**config.mk**
```make
export PLATFORM = sky130hd
export DESIGN_NAME = matmul_sequencer
export DESIGN_NICKNAME = d
export VERILOG_FILES = /design/src/rtl/matmul_sequencer_pkg.sv /design/src/rtl/matmul_sequencer_mac_unit.sv /design/src/rtl/matmul_sequencer.sv
export SDC_FILE = /design/constraint.sdc
export NUM_CORES = 1
export LEC_CHECK = 0
export CORE_UTILIZATION = 40
export CTS_BUF_LIST = sky130_fd_sc_hd__clkbuf_4 sky130_fd_sc_hd__clkbuf_8
export DETAILED_ROUTE_END_ITERATION = 6
export HOLD_SLACK_MARGIN = 0.12
export PLACE_DENSITY = 0.69
export REMOVE_ABC_BUFFERS = 1
export SKIP_CTS_REPAIR_TIMING = 1
export SYNTH_ARGS = -nofsm -noshare
export SYNTH_HDL_FRONTEND = slang
export SYNTH_SLANG_ARGS = --single-unit
```
**constraint.sdc**
```tcl
create_clock -name clk -period 5.2 [get_ports clk]
set_clock_uncertainty 0.2 [all_clocks]
set_input_delay 1.04 -clock clk [delete_from_list [all_inputs] [get_ports clk]]
set_output_delay 1.04 -clock clk [all_outputs]
set_load 0.1 [all_outputs]
```
**src/rtl/matmul_sequencer_pkg.sv**
```systemverilog
// Shared defaults, FSM encoding and operand-indexing helper for matmul_sequencer.
package matmul_sequencer_pkg;

    // Default geometry: 4-bit unsigned elements, 3x3 matrices, 10-bit results.
    // 10 bits covers the worst case 3 * 15 * 15 = 675 exactly.
    localparam int unsigned DEF_DATA_W = 4;
    localparam int unsigned DEF_N      = 3;
    localparam int unsigned DEF_ACC_W  = 10;

    // Index width for row/col/k; matches the 2-bit coordinate ports.
    localparam int unsigned IDX_W = 2;

    typedef enum logic [1:0] {
        ST_IDLE = 2'd0,
        ST_MAC  = 2'd1,
        ST_EMIT = 2'd2,
        ST_DONE = 2'd3
    } state_t;

    // LSB position of element [r][c] in a row-major flattened matrix.
    function automatic int unsigned elem_lsb(
        input int unsigned r,
        input int unsigned c,
        input int unsigned n,
        input int unsigned w
    );
        return (r * n + c) * w;
    endfunction

endpackage

```
**src/rtl/matmul_sequencer_mac_unit.sv**
```systemverilog
// Unsigned multiply-accumulate: acc += a * b at full ACC_W width,
// with a synchronous clear that takes priority over accumulation.
module mac_unit
    import matmul_sequencer_pkg::*;
#(
    parameter int unsigned DATA_W = DEF_DATA_W,
    parameter int unsigned ACC_W  = DEF_ACC_W
) (
    input  logic              clk,
    input  logic              clear_n,
    input  logic              clr,
    input  logic              en,
    input  logic [DATA_W-1:0] a,
    input  logic [DATA_W-1:0] b,
    output logic [ACC_W-1:0]  acc
);

    logic [ACC_W-1:0] prod;

    // Operands widened before the multiply so the product is never truncated.
    always_comb begin
        prod = ACC_W'(a) * ACC_W'(b);
    end

    // Accumulator register: async reset, sync clear, accumulate when enabled.
    always_ff @(posedge clk or negedge clear_n) begin
        if (!clear_n) begin
            acc <= '0;
        end else if (clr) begin
            acc <= '0;
        end else if (en) begin
            acc <= acc + prod;
        end
    end

endmodule

```
**src/rtl/matmul_sequencer.sv**
```systemverilog
// Sequential N x N matrix multiplier C = W x X. One MAC per cycle, results
// streamed out row-major over a valid/ready handshake.
module matmul_sequencer
    import matmul_sequencer_pkg::*;
#(
    parameter int unsigned DATA_W = DEF_DATA_W,
    parameter int unsigned N      = DEF_N,
    parameter int unsigned ACC_W  = DEF_ACC_W
) (
    input  logic                     clk,
    input  logic                     clear_n,
    input  logic                     start,
    input  logic [N*N*DATA_W-1:0]    w_flat,
    input  logic [N*N*DATA_W-1:0]    x_flat,
    output logic                     out_valid,
    input  logic                     out_ready,
    output logic [ACC_W-1:0]         out_data,
    output logic [IDX_W-1:0]         out_row,
    output logic [IDX_W-1:0]         out_col,
    output logic                     busy,
    output logic                     done
);

    localparam logic [IDX_W-1:0] LAST = IDX_W'(N - 1);

    state_t                  state;
    logic [IDX_W-1:0]        row;
    logic [IDX_W-1:0]        col;
    logic [IDX_W-1:0]        k;
    logic [N*N*DATA_W-1:0]   w_reg;
    logic [N*N*DATA_W-1:0]   x_reg;
    logic [DATA_W-1:0]       w_op;
    logic [DATA_W-1:0]       x_op;
    logic                    mac_clr;
    logic                    mac_en;
    logic [ACC_W-1:0]        acc;

    // Select W[row][k] and X[k][col] from the captured operands.
    always_comb begin
        w_op = w_reg[elem_lsb(32'(row), 32'(k), N, DATA_W) +: DATA_W];
        x_op = x_reg[elem_lsb(32'(k), 32'(col), N, DATA_W) +: DATA_W];
    end

    // Accumulator held clear while idle and cleared on every accepted element.
    always_comb begin
        mac_clr = (state == ST_IDLE) || ((state == ST_EMIT) && out_ready);
        mac_en  = (state == ST_MAC);
    end

    mac_unit #(
        .DATA_W (DATA_W),
        .ACC_W  (ACC_W)
    ) u_mac (
        .clk     (clk),
        .clear_n (clear_n),
        .clr     (mac_clr),
        .en      (mac_en),
        .a       (w_op),
        .b       (x_op),
        .acc     (acc)
    );

    // The accumulator is frozen during EMIT, so it doubles as the result register.
    assign out_data = acc;
    assign out_row  = row;
    assign out_col  = col;

    // Sequencer FSM with operand capture, index counters and registered status.
    always_ff @(posedge clk or negedge clear_n) begin
        if (!clear_n) begin
            state     <= ST_IDLE;
            row       <= '0;
            col       <= '0;
            k         <= '0;
            out_valid <= 1'b0;
            busy      <= 1'b0;
            done      <= 1'b0;
            w_reg     <= '0;
            x_reg     <= '0;
        end else begin
            done <= 1'b0;
            case (state)
                ST_IDLE: begin
                    if (start) begin
                        w_reg <= w_flat;
                        x_reg <= x_flat;
                        row   <= '0;
                        col   <= '0;
                        k     <= '0;
                        busy  <= 1'b1;
                        state <= ST_MAC;
                    end
                end
                ST_MAC: begin
                    if (k == LAST) begin
                        k         <= '0;
                        out_valid <= 1'b1;
                        state     <= ST_EMIT;
                    end else begin
                        k <= k + 1'b1;
                    end
                end
                ST_EMIT: begin
                    if (out_ready) begin
                        out_valid <= 1'b0;
                        if ((row == LAST) && (col == LAST)) begin
                            row   <= '0;
                            col   <= '0;
                            done  <= 1'b1;
                            state <= ST_DONE;
                        end else begin
                            if (col == LAST) begin
                                col <= '0;
                                row <= row + 1'b1;
                            end else begin
                                col <= col + 1'b1;
                            end
                            state <= ST_MAC;
                        end
                    end
                end
                ST_DONE: begin
                    busy  <= 1'b0;
                    state <= ST_IDLE;
                end
                default: begin
                    state <= ST_IDLE;
                end
            endcase
        end
    end

endmodule

```
* Word-level counts from Yosys, hierarchy flattened
Cells that the tools add are included.
Cells by class: add/sub/neg operators 6, multipliers 3, divide/modulo/power cells 0, order comparisons 0, equal/unequal tests 10, shift-type cells 2, multiplexer cells 26, bitwise operators 0, reduce and logical (&&, ||, !) cells 16
Operators with widths (count):
- variable part select 36 x 8 -> 4 bit | 2
- two-way mux 2 bit | 12
- two-way mux 10 bit | 2
- case mux 2 bit (2 select lines) | 3
- adder 10 x 8 -> 10 bit | 1
- adder 4 x 2 -> 5 bit | 2
- equality test 2 bit (second input constant) | 5
- nonzero test 2 bit | 5
- AND reduction 3 bit | 3
- multiplier 2 x 2 -> 4 bit (second input constant) | 2
- multiplier 4 x 4 -> 8 bit | 1
- case mux 2 bit (4 select lines) | 1
- adder 2 x 1 -> 2 bit (second input constant) | 3
- two-way mux 1 bit | 6
- AND reduction 2 bit | 3
- inequality test 2 bit (second input constant) | 2
- case mux 1 bit (2 select lines) | 2
- AND reduction 4 bit | 1
- inequality test 3 x 1 -> 1 bit (second input constant) | 1
- equality test 2 x 1 -> 1 bit (second input constant) | 1
- logical AND 1 bit | 2
- zero test 2 bit | 1
- inequality test 2 x 1 -> 1 bit (second input constant) | 1
- logical OR 1 bit | 1
Word-level totals: bits in registers 93, bits in latches 0, memory bits (writable) 0, bits in read-only memories 0, word-level logic and storage cells 73, memories 0

* Longest topological paths before layout
depth in word-level cells 7, gate-level depth with buffers 21, gate-level depth less buffers 20

* Hierarchy
Synthesis repeated with hierarchy kept, for this count alone.
Second synthesis, totals: cells, all modules 430, area, all modules 5567.8 sq um
Modules (own cells, without submodules):
- matmul_sequencer | times used 1, cells each 294, area an instance 4332.9 sq um
- mac_unit | times used 1, cells each 136, area an instance 1234.9 sq um

* Worst setup path after synthesis
No wires, ideal clock.
path type reg2reg, from register row[1] (netlist: out_row[1]), to register u_mac.acc[9], library setup time 169 ps, data arrival time 5966 ps, required time 4831 ps, slack -1136 ps, cell stages (with the launch flop) 20, period minus slack after synthesis 6336 ps, cell sequence dfrtp_1 fa_1 ha_1 fa_1 buf_4 or2b_1 a211oi_1 a2111oi_0 a21oi_1 or2_1 fa_1 fa_1 fa_1 inv_1 ha_1 a211oi_1 o21bai_1 a21oi_1 a21oi_1 mux2i_1
Between the ends: cells in the longest elaborated chain, start to end 7
RTL lines:
- start: declaration | RTL line matmul_sequencer.sv:27 | logic [IDX_W-1:0] row;
- start signal: assignment | RTL line matmul_sequencer.sv:114 | row <= row + 1'b1;
- multiplier 2 x 2 -> 4 bit | RTL line matmul_sequencer_pkg.sv:27 | return (r * n + c) * w;
- adder 4 x 2 -> 5 bit | RTL line matmul_sequencer_pkg.sv:27
- variable part select 36 x 8 -> 4 bit | RTL line matmul_sequencer.sv:40 | w_op = w_reg[elem_lsb(32'(row), 32'(k), N, DATA_W) +: DATA_W];
- multiplier 4 x 4 -> 8 bit | RTL line matmul_sequencer_mac_unit.sv:22 | prod = ACC_W'(a) * ACC_W'(b);
- adder 10 x 8 -> 10 bit | RTL line matmul_sequencer_mac_unit.sv:32 | acc <= acc + prod;
- two-way mux 10 bit | RTL line matmul_sequencer_mac_unit.sv:31 | end else if (en) begin
- two-way mux 10 bit | RTL line matmul_sequencer_mac_unit.sv:29 | end else if (clr) begin
- end signal: assignment | RTL line matmul_sequencer_mac_unit.sv:32
- end: declaration | RTL line matmul_sequencer_mac_unit.sv:15 | output logic [ACC_W-1:0] acc
Every way passes these cells. The select of a mux whose other input is x is not followed. A chain may end at the register's enable or synchronous reset.

* Final worst setup path
from register row[1] (netlist: out_row[1]), to register u_mac.acc[7]
Same word-level chain as after synthesis.

==> results.yml <==
finish:
  area_growth_pct: 34.0
  n_antenna_cell: 0
  fin_area_um2: 6880
  layout.nets: 661
  stdcell_count: 722
  layout-drive-gt1-share: 0.315
critical_path:
  reg2reg_to: "u_mac.acc[7]$_DFFE_PN0P_"
  path_buf_inv: 2
  critPathKind: "flip-flop to flip-flop"
  end_kind: "flip-flop"
  max_stage_delay_ns: 0.65
  critPathArrivalTime_ns: 5.63
  cp.required_ns: 5.26
  reg2reg_slack_ns: -0.37
  worst_path_most_repeated_cell: "fa_1"
  critical_path.cell_chain: "fa_1 -> ha_2 -> fa_2 -> mux4_2 -> inv_2 -> a2111oi_4 -> a21oi_1 -> or2_1 -> fa_1 -> fa_1 -> fa_1 -> inv_2 -> ha_4 -> a211oi_2 -> o21bai_1 -> a21oi_2 -> xnor2_1 -> a22o_1"
  cp_slowest_cell: "fa_2"
  critPathTopFamily: "adder cells"
  worst-path-max-fanout: 7
  worst_r2r_startpoint: "out_row[1]$_DFFE_PN0P_"
  r2r_cells: 18
  cp-start-kind: "flip-flop"
clocking:
  cts_tree: "yes"
  htree_levels: 3
  path_clk_slew_ns: 0.09
  cts.sinks: 93
  clockBufferDepth: 2
  clockRootBuffer: "clkbuf_8"
  cts_made_buffers: 9
  clk_latency_ns: 0.37
synthesis:
  syn-instance-count: 421
  ys_warn_count: 0
  synthMuxAreaShare: 0.210
  synth_xor_area_frac: 0.00682
  async_flop_share: 1.00
  synth-compound-area-share: 0.103
  synthAdderAreaFrac: 0.114
  synth_top_family_by_area: "multiplexers"
  synth_cell_types: 40
  yosys_most_used_dff: "dfrtp_1"
  ys_ff_latch: 93
  syn-mean-instance-area_um2: 12.2
  netlist_area_um2: 5140
  yosys.area_share.simple: 0.0726
  ys_seq_area_frac: 0.453
  synth_edf_count: 0
sta:
  rsz0062_at_grt: "yes"
  period_minus_slack_ns: 5.57
  clock.fmax_ghz: 0.180
  min_period_over_period: 1.07
  finalHoldViolations: 0
  worst_hold_slack_ns: 0.281
  setup_ws_ns: -0.365
  worst_pin_slew_ns: 0.989
  relSlewSlack: 0.339
  setup_viol: 7
  finalMaxSlewViolations: 0
min_path:
  min_to: "u_mac.acc[9]$_DFFE_PN0P_"
  holdCritStartpoint: "u_mac.acc[9]$_DFFE_PN0P_"
  hold_path.class: "flip-flop to flip-flop"
  hold_depth: 1
drt:
  drt_iter0_drc: 107
  wl_met1_um: 5380
  dr.pass1.iters: 5
  wire_per_inst_um: 15.6
  remaining_drc_errors: 0
  wl_met2_um: 5300
  ant_nets: 0
  top_layer_used: "met4"
  via_per_inst: 5.05
  totalWireLength_um: 11200
  wl_met3_um: 432
  num_vias: 3649
global_routing:
  grt_pass1_wl_um: 18400
  overflow: 0
  grt_start_max_net_pins: 57
  antenna_found_initial: 0
  grt_pass1_vias: 3717
  gr-usage-all-layers: 0.179
place:
  dp_cells: 706
  dp_hpwl_um: 8500
  gp_congestion: 0.789
  portBuffers: 92
  placement.cell_area_um2: 6480
outcome:
  outcome: "finished with violations"
  violations: "negative setup slack"
floorplanning:
  die_area_um2: 13300
  die_w_um: 115
  die_h_um: 115
  ios: 93
  fp.coreArea_um2: 12600
  fp-row-count: 41
  initial_core_util: 0.409
job:
  max_cap_violations: 0
==> placed cells by master (no fill, tap or decap), types with 3 or more instances in the layout <==
master / n
ha_1: 22
o21bai_1: 3
a22o_1: 14
o21ai_0: 7
fa_1: 11
and2b_2: 7
mux2_2: 75
o21ai_1: 3
a31oi_1: 4
a22oi_1: 4
a2111oi_1: 3
or2_1: 4
dfrtp_1: 93
inv_1: 27
nor2b_1: 11
clkbuf_8: 9
buf_4: 42
a21oi_2: 4
clkdlybuf4s50_1: 91
mux4_1: 3
a211oi_4: 3
nand2_1: 12
xnor2_1: 3
a211oi_1: 3
a21oi_1: 8
nor2_1: 24
mux2i_1: 13
a211oi_2: 6
nand2b_1: 3
a2111oi_4: 4
==> worst register-to-register path: stages (launching register included) <==
cell and delay [ns]:
dfrtp_1 0.41, fa_1 0.50, ha_2 0.20, fa_2 0.65, mux4_2 0.22, inv_2 0.05
a2111oi_4 0.33, a21oi_1 0.10, or2_1 0.27, fa_1 0.56, fa_1 0.44, fa_1 0.51
inv_2 0.05, ha_4 0.22, a211oi_2 0.25, o21bai_1 0.10, a21oi_2 0.16, xnor2_1 0.09
a22o_1 0.19
==> layout make-up <==
cell class | instances | area [um2]
multi-input cells | 280 | 2840
well taps | 172 | 215
inverters | 29 | 109
flip-flops and latches | 93 | 2330
repair buffers | 133 | 1230
clock inverters | 4 | 26.3
fillers | 1080 | 5690
clock buffers | 11 | 139
==> synth_stat cells, types with 10 or more instances <==
master | number | area, um2
a21oi_1 | 12 | 60.1
o21ai_0 | 11 | 55.1
a211oi_1 | 12 | 90.1
buf_2 | 10 | 50.1
mux2i_1 | 13 | 130
dfrtp_1 | 93 | 2330
nor2b_1 | 13 | 81.3
nand2_1 | 12 | 45.0
nor2_1 | 25 | 93.8
a22o_1 | 14 | 123
ha_1 | 26 | 325
inv_1 | 29 | 109
fa_1 | 13 | 260
mux2_2 | 75 | 845
==> how the worst max path moves through the flow <==
stage	slack (ns)	endpoint	cells past startpoint	start
finish	-0.37	u_mac.acc[7]$_DFFE_PN0P_	18	out_row[1]$_DFFE_PN0P_
global route	-0.59	u_mac.acc[7]$_DFFE_PN0P_	18	out_row[1]$_DFFE_PN0P_
CTS	-0.79	u_mac.acc[7]$_DFFE_PN0P_	18	out_row[0]$_DFFE_PN0P_
detailed placement	-0.76	u_mac.acc[7]$_DFFE_PN0P_	18	out_row[0]$_DFFE_PN0P_
global placement	-0.61	u_mac.acc[7]$_DFFE_PN0P_	18	out_row[0]$_DFFE_PN0P_
floorplan	-1.17	u_mac.acc[9]$_DFFE_PN0P_	18	out_row[1]$_DFFE_PN0P_
==> cell families after synthesis <==
| kind of cell | count (synthesis) |
|---|---|
| flip-flops | 93 |
| multiplexers | 92 |
| AO/OA/AOI/OAI | 75 |
| AND/OR/NAND/NOR | 70 |
| buffers and inverters | 48 |
| adder cells (fa/ha/maj) | 39 |
| XOR/XNOR | 4 |
==> routing by layer <==
| metal | global-route usage | vias up |
|---|---|---|
| met2 | 0.288 | 79 |
| met3 | 0.0364 | 13 |
| li1 | - | 1750 |
| met5 | 0 | - |
| met1 | 0.246 | 1807 |
| met4 | 0.0528 | 0 |
==> metrics by stage <==
step	setup TNS [ns]	worst slack, ns	utilization
final	-1.68	-0.365	0.548
after global routing	-3.08	-0.592	0.548
after CTS	-4.39	-0.790	0.529
after detailed placement	-4.18	-0.759	0.515
after global placement	-3.01	-0.605	0.515
after floorplan	-14.62	-1.17	-
Power is not shown: default switching activity piles up to over one toggle a cycle in this logic, so the estimate is an artifact.
